--- config.mk ---
export PLATFORM = sky130hd
export DESIGN_NAME = bit_serializer_flat
export DESIGN_NICKNAME = d
export VERILOG_FILES = /design/src/rtl/bit_serializer_pkg.sv /design/src/rtl/bit_serializer_if.sv /design/src/rtl/bit_serializer.sv /design/src/flat_wrapper.sv
export SDC_FILE = /design/constraint.sdc
export NUM_CORES = 1
export LEC_CHECK = 0
export BUFFER_PORTS_ARGS = -buffer_cell sky130_fd_sc_hd__buf_2
export CAP_MARGIN = 20
export CORE_MARGIN = 5
export CORE_UTILIZATION = 41
export CTS_CLUSTER_SIZE = 30
export DETAILED_ROUTE_END_ITERATION = 6
export SETUP_SLACK_MARGIN = 0.05
export SYNTH_ARGS = -nofsm -noshare
export SYNTH_HDL_FRONTEND = slang
export SYNTH_SLANG_ARGS = --single-unit
--- constraint.sdc ---
create_clock -name clk -period 3.5 [get_ports clk]
set_input_delay 0.35 -clock clk [delete_from_list [all_inputs] [get_ports clk]]
set_output_delay 0.35 -clock clk [all_outputs]
set_load 0.005 [all_outputs]
--- src/rtl/bit_serializer_pkg.sv ---
// -----------------------------------------------------------------------------
// bit_serializer_pkg
// Shared definitions for the bit serializer.
//   ST_IDLE / ST_SHIFT : state encoding of the serializer FSM
//   DEFAULT_WIDTH      : default number of bits per parallel word
//   cnt_width()        : width of the bit-index counter for a given word width
// -----------------------------------------------------------------------------
package bit_serializer_pkg;

   localparam logic [0:0] ST_IDLE  = 1'b0;
   localparam logic [0:0] ST_SHIFT = 1'b1;

   localparam int DEFAULT_WIDTH = 8;

   // Counter holds indices 0..w-1; never narrower than one bit.
   function automatic int cnt_width(input int w);
      return ($clog2(w) < 1) ? 1 : $clog2(w);
   endfunction

endpackage

--- src/rtl/bit_serializer_if.sv ---
// -----------------------------------------------------------------------------
// bit_serializer_if
// Parallel-load / serial-out bus of the bit serializer.
//   din        : parallel word offered by the source
//   load       : source requests capture of din
//   ready      : serializer can accept a word this cycle
//   sout       : serial bit (feeds the sequence detector x input)
//   sout_valid : sout carries a data bit this cycle
//   done       : pulse coincident with the last bit of a word
// master = word source / bit sink, slave = serializer.
// -----------------------------------------------------------------------------
interface bit_serializer_if
   import bit_serializer_pkg::*;
#(
   parameter int WIDTH = DEFAULT_WIDTH
) ();

   logic [WIDTH-1:0] din;
   logic             load;
   logic             ready;
   logic             sout;
   logic             sout_valid;
   logic             done;

   modport master (
      output din,
      output load,
      input  ready,
      input  sout,
      input  sout_valid,
      input  done
   );

   modport slave (
      input  din,
      input  load,
      output ready,
      output sout,
      output sout_valid,
      output done
   );

endinterface

--- src/rtl/bit_serializer.sv ---
// -----------------------------------------------------------------------------
// bit_serializer
// Captures a parallel word through a load/ready handshake and shifts it out
// one bit per clock. A new word may be accepted while the last bit of the
// current word is on sout, so consecutive words form a gapless bitstream.
// Ports:
//   clk  : system clock, rising edge
//   nrst : synchronous active-low reset
//   bus  : bit_serializer_if.slave (din, load, ready, sout, sout_valid, done)
// Parameters:
//   WIDTH     : bits per word (2..32)
//   MSB_FIRST : 1 = din[WIDTH-1] leaves first, 0 = din[0] leaves first
//   IDLE_BIT  : level on sout when no word is being shifted
// -----------------------------------------------------------------------------
module bit_serializer
   import bit_serializer_pkg::*;
#(
   parameter int   WIDTH     = DEFAULT_WIDTH,
   parameter bit   MSB_FIRST = 1'b1,
   parameter logic IDLE_BIT  = 1'b0
) (
   input logic             clk,
   input logic             nrst,
   bit_serializer_if.slave bus
);

   localparam int            CW       = cnt_width(WIDTH);
   localparam logic [CW-1:0] LAST_IDX = CW'(WIDTH - 1);

   logic [0:0]       state_q, state_d;
   logic [WIDTH-1:0] shreg_q, shreg_d;
   logic [CW-1:0]    cnt_q, cnt_d;
   logic             sout_q, sout_d;
   logic             valid_q, valid_d;
   logic             last_bit;
   logic             accept;

   // Bit currently at the output end of a shift-register image.
   function automatic logic out_end(input logic [WIDTH-1:0] w);
      return MSB_FIRST ? w[WIDTH-1] : w[0];
   endfunction

   assign last_bit  = (state_q == ST_SHIFT) && (cnt_q == LAST_IDX);
   // Ready during the last bit is what makes back-to-back words gapless.
   assign bus.ready = nrst & ((state_q == ST_IDLE) | last_bit);
   assign accept    = bus.load & bus.ready;

   always_comb begin
      state_d = state_q;
      shreg_d = shreg_q;
      cnt_d   = cnt_q;
      if (accept) begin
         state_d = ST_SHIFT;
         shreg_d = bus.din;
         cnt_d   = '0;
      end else if (state_q == ST_SHIFT) begin
         if (last_bit) begin
            state_d = ST_IDLE;
            shreg_d = '0;
            cnt_d   = '0;
         end else begin
            shreg_d = MSB_FIRST ? {shreg_q[WIDTH-2:0], 1'b0}
                                : {1'b0, shreg_q[WIDTH-1:1]};
            cnt_d   = cnt_q + CW'(1);
         end
      end
      // Outputs are computed from the next state so they come straight
      // out of flops, glitch-free, in the cycle after each edge.
      valid_d = (state_d == ST_SHIFT);
      sout_d  = valid_d ? out_end(shreg_d) : IDLE_BIT;
   end

   always_ff @(posedge clk) begin
      if (!nrst) begin
         state_q <= ST_IDLE;
         shreg_q <= '0;
         cnt_q   <= '0;
         sout_q  <= IDLE_BIT;
         valid_q <= 1'b0;
      end else begin
         state_q <= state_d;
         shreg_q <= shreg_d;
         cnt_q   <= cnt_d;
         sout_q  <= sout_d;
         valid_q <= valid_d;
      end
   end

   assign bus.sout       = sout_q;
   assign bus.sout_valid = valid_q;
   assign bus.done       = last_bit;

   a_no_ready_in_reset : assert property (@(posedge clk) !nrst |-> !bus.ready);
   a_done_only_valid   : assert property (@(posedge clk) disable iff (!nrst)
                                          bus.done |-> bus.sout_valid);

endmodule

--- src/flat_wrapper.sv ---
// flat-port wrapper written by rule: the top's interface ports become plain ports
module bit_serializer_flat import bit_serializer_pkg::*;
#(
   parameter int   WIDTH     = DEFAULT_WIDTH,
   parameter bit   MSB_FIRST = 1'b1,
   parameter logic IDLE_BIT  = 1'b0
)
  (clk, nrst, bus_din, bus_load, bus_ready, bus_sout, bus_sout_valid, bus_done);
  bit_serializer_if #(.WIDTH(WIDTH)) bus_i ();
  input logic clk;
  input logic nrst;
  input wire logic [$bits(bus_i.din)-1:0] bus_din;
  input wire logic [$bits(bus_i.load)-1:0] bus_load;
  output wire logic [$bits(bus_i.ready)-1:0] bus_ready;
  output wire logic [$bits(bus_i.sout)-1:0] bus_sout;
  output wire logic [$bits(bus_i.sout_valid)-1:0] bus_sout_valid;
  output wire logic [$bits(bus_i.done)-1:0] bus_done;
  assign bus_i.din = bus_din;
  assign bus_i.load = bus_load;
  assign bus_ready = bus_i.ready;
  assign bus_sout = bus_i.sout;
  assign bus_sout_valid = bus_i.sout_valid;
  assign bus_done = bus_i.done;
  bit_serializer #(.WIDTH(WIDTH), .MSB_FIRST(MSB_FIRST), .IDLE_BIT(IDLE_BIT)) u_core (.clk(clk), .nrst(nrst), .bus(bus_i));
endmodule
# After elaboration in Yosys (flattened, before gate mapping)
# Index checks and enable logic that the tools add are counted.
[totals]
inputBits = 11
reg_bits = 13
out_inout_bits = 4
wordCells = 23
[classes]
n_eq_ne = 1
reduce_logical = 4
add_sub_neg = 1
mux = 7
bitwise = 5
[ops]
columns = ["op", "n"]
rows = [
  ["two-way mux 8 bit", 3],
  ["adder 3 x 1 -> 3 bit (second input constant)", 1],
  ["equality test 3 bit (second input constant)", 1],
  ["two-way mux 1 bit", 3],
  ["two-way mux 3 bit", 1],
  ["bitwise AND 1 bit", 2],
  ["NOT 1 bit", 2],
  ["AND reduction 2 bit", 1],
  ["nonzero test 2 bit", 1],
  ["OR reduction 2 bit", 1],
  ["logical AND 1 bit", 1],
  ["bitwise OR 1 bit", 1],
]

# Depth between registers and ports, before layout
[depth]
depth_word = 7
ltp_mapped = 7

# Least setup slack after synthesis
# OpenSTA, ideal clock, no wires.
[synth_path]
path_type = "reg2out"
startpoint = "register u_core.cnt_q[0]"
endpoint = "output bus_ready"
path_buffers = 2
arrival_time_ps = 1120
slack_ps = 2030
path_stages_with_launch = 7
path_cell_list = "dfxtp_1 ha_1 ha_1 buf_2 nor2b_4 buf_6 nor2_1"
[synth_via]
elab_chain_len = 4
[synth_lines]
columns = ["item", "line", "source"]
rows = [
  ["start, declared", "bit_serializer.sv:32", "logic [CW-1:0] cnt_q, cnt_d;"],
  ["start signal, assigned", "bit_serializer.sv:83", "cnt_q <= cnt_d;"],
  ["equality test 3 bit", "bit_serializer.sv:43", "assign last_bit = (state_q == ST_SHIFT) && (cnt_q == LAST_IDX);"],
  ["logical AND 1 bit", "bit_serializer.sv:43", ""],
  ["bitwise OR 1 bit", "bit_serializer.sv:45", "assign bus.ready = nrst & ((state_q == ST_IDLE) | last_bit);"],
  ["bitwise AND 1 bit", "bit_serializer.sv:45", ""],
  ["end, declared", "flat_wrapper.sv:14", "output wire logic [$bits(bus_i.ready)-1:0] bus_ready;"],
]
# No other way between the ends.

# Final worst setup path
# Same ends and word-level chain as after synthesis.

==> results.ini <==
[yosys]
ys_seq_elements = 12
synth_top_area_share_pct = 41.2
yosysWarnings = 0
postSynthNetCount = 73
synthCells = 60
yosysSeqAreaShare_pct = 41.2
synthesis.area_um2 = 583
synth.avg_cell_area_um2 = 9.72
synth_area_leaders = dfxtp_1, mux2i_1, a32oi_1, o22ai_1, nor2_1
synthDistinctLibCells = 20
synth_area_leader_cell = dfxtp_1

[pwr]
p_per_area_nw_per_um2 = 435
intPower_uw = 224
p_total_uw = 295
p_leak_uw = 0.000299
p_switching_uw = 70.6
combinationalPowerShare_pct = 12.0
power.share.sequential_pct = 50.6
power_frac_clock_pct = 37.4
switching_share_pct = 23.9
vdd_drop_max_mv = 0.209

[timing]
setup_tns_ns = 0
setup_viol = 0
clock_skew_ns = 0.00443
timing.fmax_mhz = 506
period_minus_slack_ns = 1.97
finalHoldViolCount = 0
rsz0062_at_grt = no
whs_ns = 0.353
worst_pin_slew_ns = 0.389
layout_worst_path_cycle_share_pct = 56.4
drv_slew = 0
slew_headroom_pct = 74.1

[hold_path]
min_from = bus_din[0]
hp-class = in -> reg

[die]
die_w_um = 47.7
die_h_um = 47.7
die_area_um2 = 2280
fp.coreArea_um2 = 1320
io_pins = 15
num_rows = 13
initial_core_util_pct = 44.3

[cts]
post_cts_buffers = 0
clkTransAtPathRegs_ns = 0.08
clockRootBuffer = clkbuf_4
cts_sinks = 12
clk_path_buf_depth = 2
ctsHtreeMaxLevel = 1
postCtsHoldBufs = 0
clk_latency_ns = 0.27
cts_tree = yes
numCtsBuffers = 3
cts_resized = 0

[worst_setup_path]
cp-startpoint = u_core.cnt_q[0]$_SDFFE_PP0P_
timing.rr.start = u_core.cnt_q[0]$_SDFFE_PP0P_
critPathRequiredTime_ns = 3.15
cp_common_cell = ha_1
cpMaxStageDelayCell = dfxtp_1
start_kind = flop
cp_num_buf_inv = 1
crit_arrival_ns = 1.62
path_cells = ha_1 -> ha_1 -> nor2b_4 -> nor2_1 -> buf_2
cp-end-kind = output port
critPathKind = reg -> out
crit_fanout = 11
path_delay_family = adder cells
slowest_delay_ns = 0.33

[job]
maxCapViolCount = 0

[grt]
overflow = 0
use_met3_pct = 4.51
grt_max_degree = 20
grt_pass1_vias = 441
gr-usage-met1_pct = 15.1
grt_usage_pct = 12.2
busiest_layer = met2
antenna_found_initial = 0
grt_pass1_wl_um = 1880
use_met2_pct = 17.4

[final_layout]
area_growth_pct = 16.3
fillers = 125
drive_above_1_share_pct = 26.0
fin_nets = 87
n_antenna_cell = 0

[detailed_routing]
drt_iter0_markers = 4
drt-vias-per-instance = 5.42
drc_errors = 0
wl_per_cell_um = 13.0
wirelength_um = 1150
drt-pass1-iter-count = 4
ant_nets = 0
vias = 477

[placed_design]
gp_congestion = 0.693
place_hpwl_um = 810
port_buffers = 14

[run_status]
status = finished clean

worst min-delay path, stage by stage:
cell and delay [ns]:
buf_2 0.09, nand4_1 0.08, o21ai_0 0.07
state kept, by name, indices dropped and copies added, names as in the netlist:
register,count
u_core.state_q,1
u_core.bus.sout,1
u_core.cnt_q,3
u_core.shreg_q,7
stage by stage:
step	utilization, %	area (µm²)	cells	setup slack (ns)
final	51.5	678	88	1.53
after global routing	51.5	678	88	1.39
after CTS	51.5	678	88	1.50
after detailed placement	48.7	642	84	1.82
after global placement	48.7	642	84	1.86
after floorplan	-	583	60	2.03
logic make-up (layout without fill, tap and decap cells):
group	count (synthesis)	after routing	synth area share (%)
AO/OA/AOI/OAI	15	15	18.9
flip-flops	12	12	41.2
AND/OR/NAND/NOR	15	15	13.7
buffers and inverters	7	20	6.44
adder cells (fa/ha/maj)	2	2	4.29
multiplexers	9	9	15.5
path summary, 6_finish.rpt:
kind,cells after the start,slack [ns],end
worst min register to register,2,0.51,u_core.bus.sout$_SDFF_PN0_
worst min-delay path,3,0.35,u_core.shreg_q[0]$_SDFFE_PN0P_
worst max-delay path,5,1.53,bus_ready
worst max register to register,5,1.96,u_core.bus.sout$_SDFF_PN0_
cells in the mapped netlist:
cell type / number
nor3b_1: 1
nand2_1: 1
a21oi_1: 1
o22ai_1: 6
and2_0: 1
a32oi_1: 6
nand2b_1: 1
o21ai_0: 1
nor2b_4: 1
ha_1: 2
clkbuf_1: 1
dfxtp_1: 12
mux2i_1: 9
buf_2: 3
nand4_1: 1
and2_1: 1
inv_1: 2
o32a_1: 1
nor2_1: 8
buf_6: 1
cell type report:
class	instances	area (µm²)	area share, %
clock buffer	4	36.3	5.35
inverter	2	7.51	1.11
multi-input combinational	41	305	45.0
sequential	12	240	35.4
tap	15	18.8	2.77
timing repair buffer	14	70.1	10.3
power by group through the flow:
stage / logic (µW) / registers (µW) / clock network (µW)
after floorplan: 25.8 / 151 / 0
final: 35.4 / 149 / 110
after CTS: 35.9 / 149 / 117
after detailed placement: 35.7 / 152 / 0
after global routing: 39.9 / 150 / 125
after global placement: 35.5 / 152 / 0
layer usage:
layer | vias to the layer above | share of wire, %
li1 | 250 | -
met1 | 214 | 48
met2 | 11 | 45
met3 | 2 | 5.5
met4 | 0 | 1.0
met5 | - | 0
cell usage in the layout (no fill, tap or decap), drive strengths merged:
master / count
nand2: 1
o32a: 1
mux2i: 9
nand4: 1
clkbuf: 4
a32oi: 6
buf: 14
and2: 2
o22ai: 6
a21oi: 1
nor3b: 1
nor2b: 1
dfxtp: 12
ha: 2
nand2b: 1
nor2: 8
o21ai: 1
inv: 2
No activity file was read; power rests on OpenSTA's default activity.
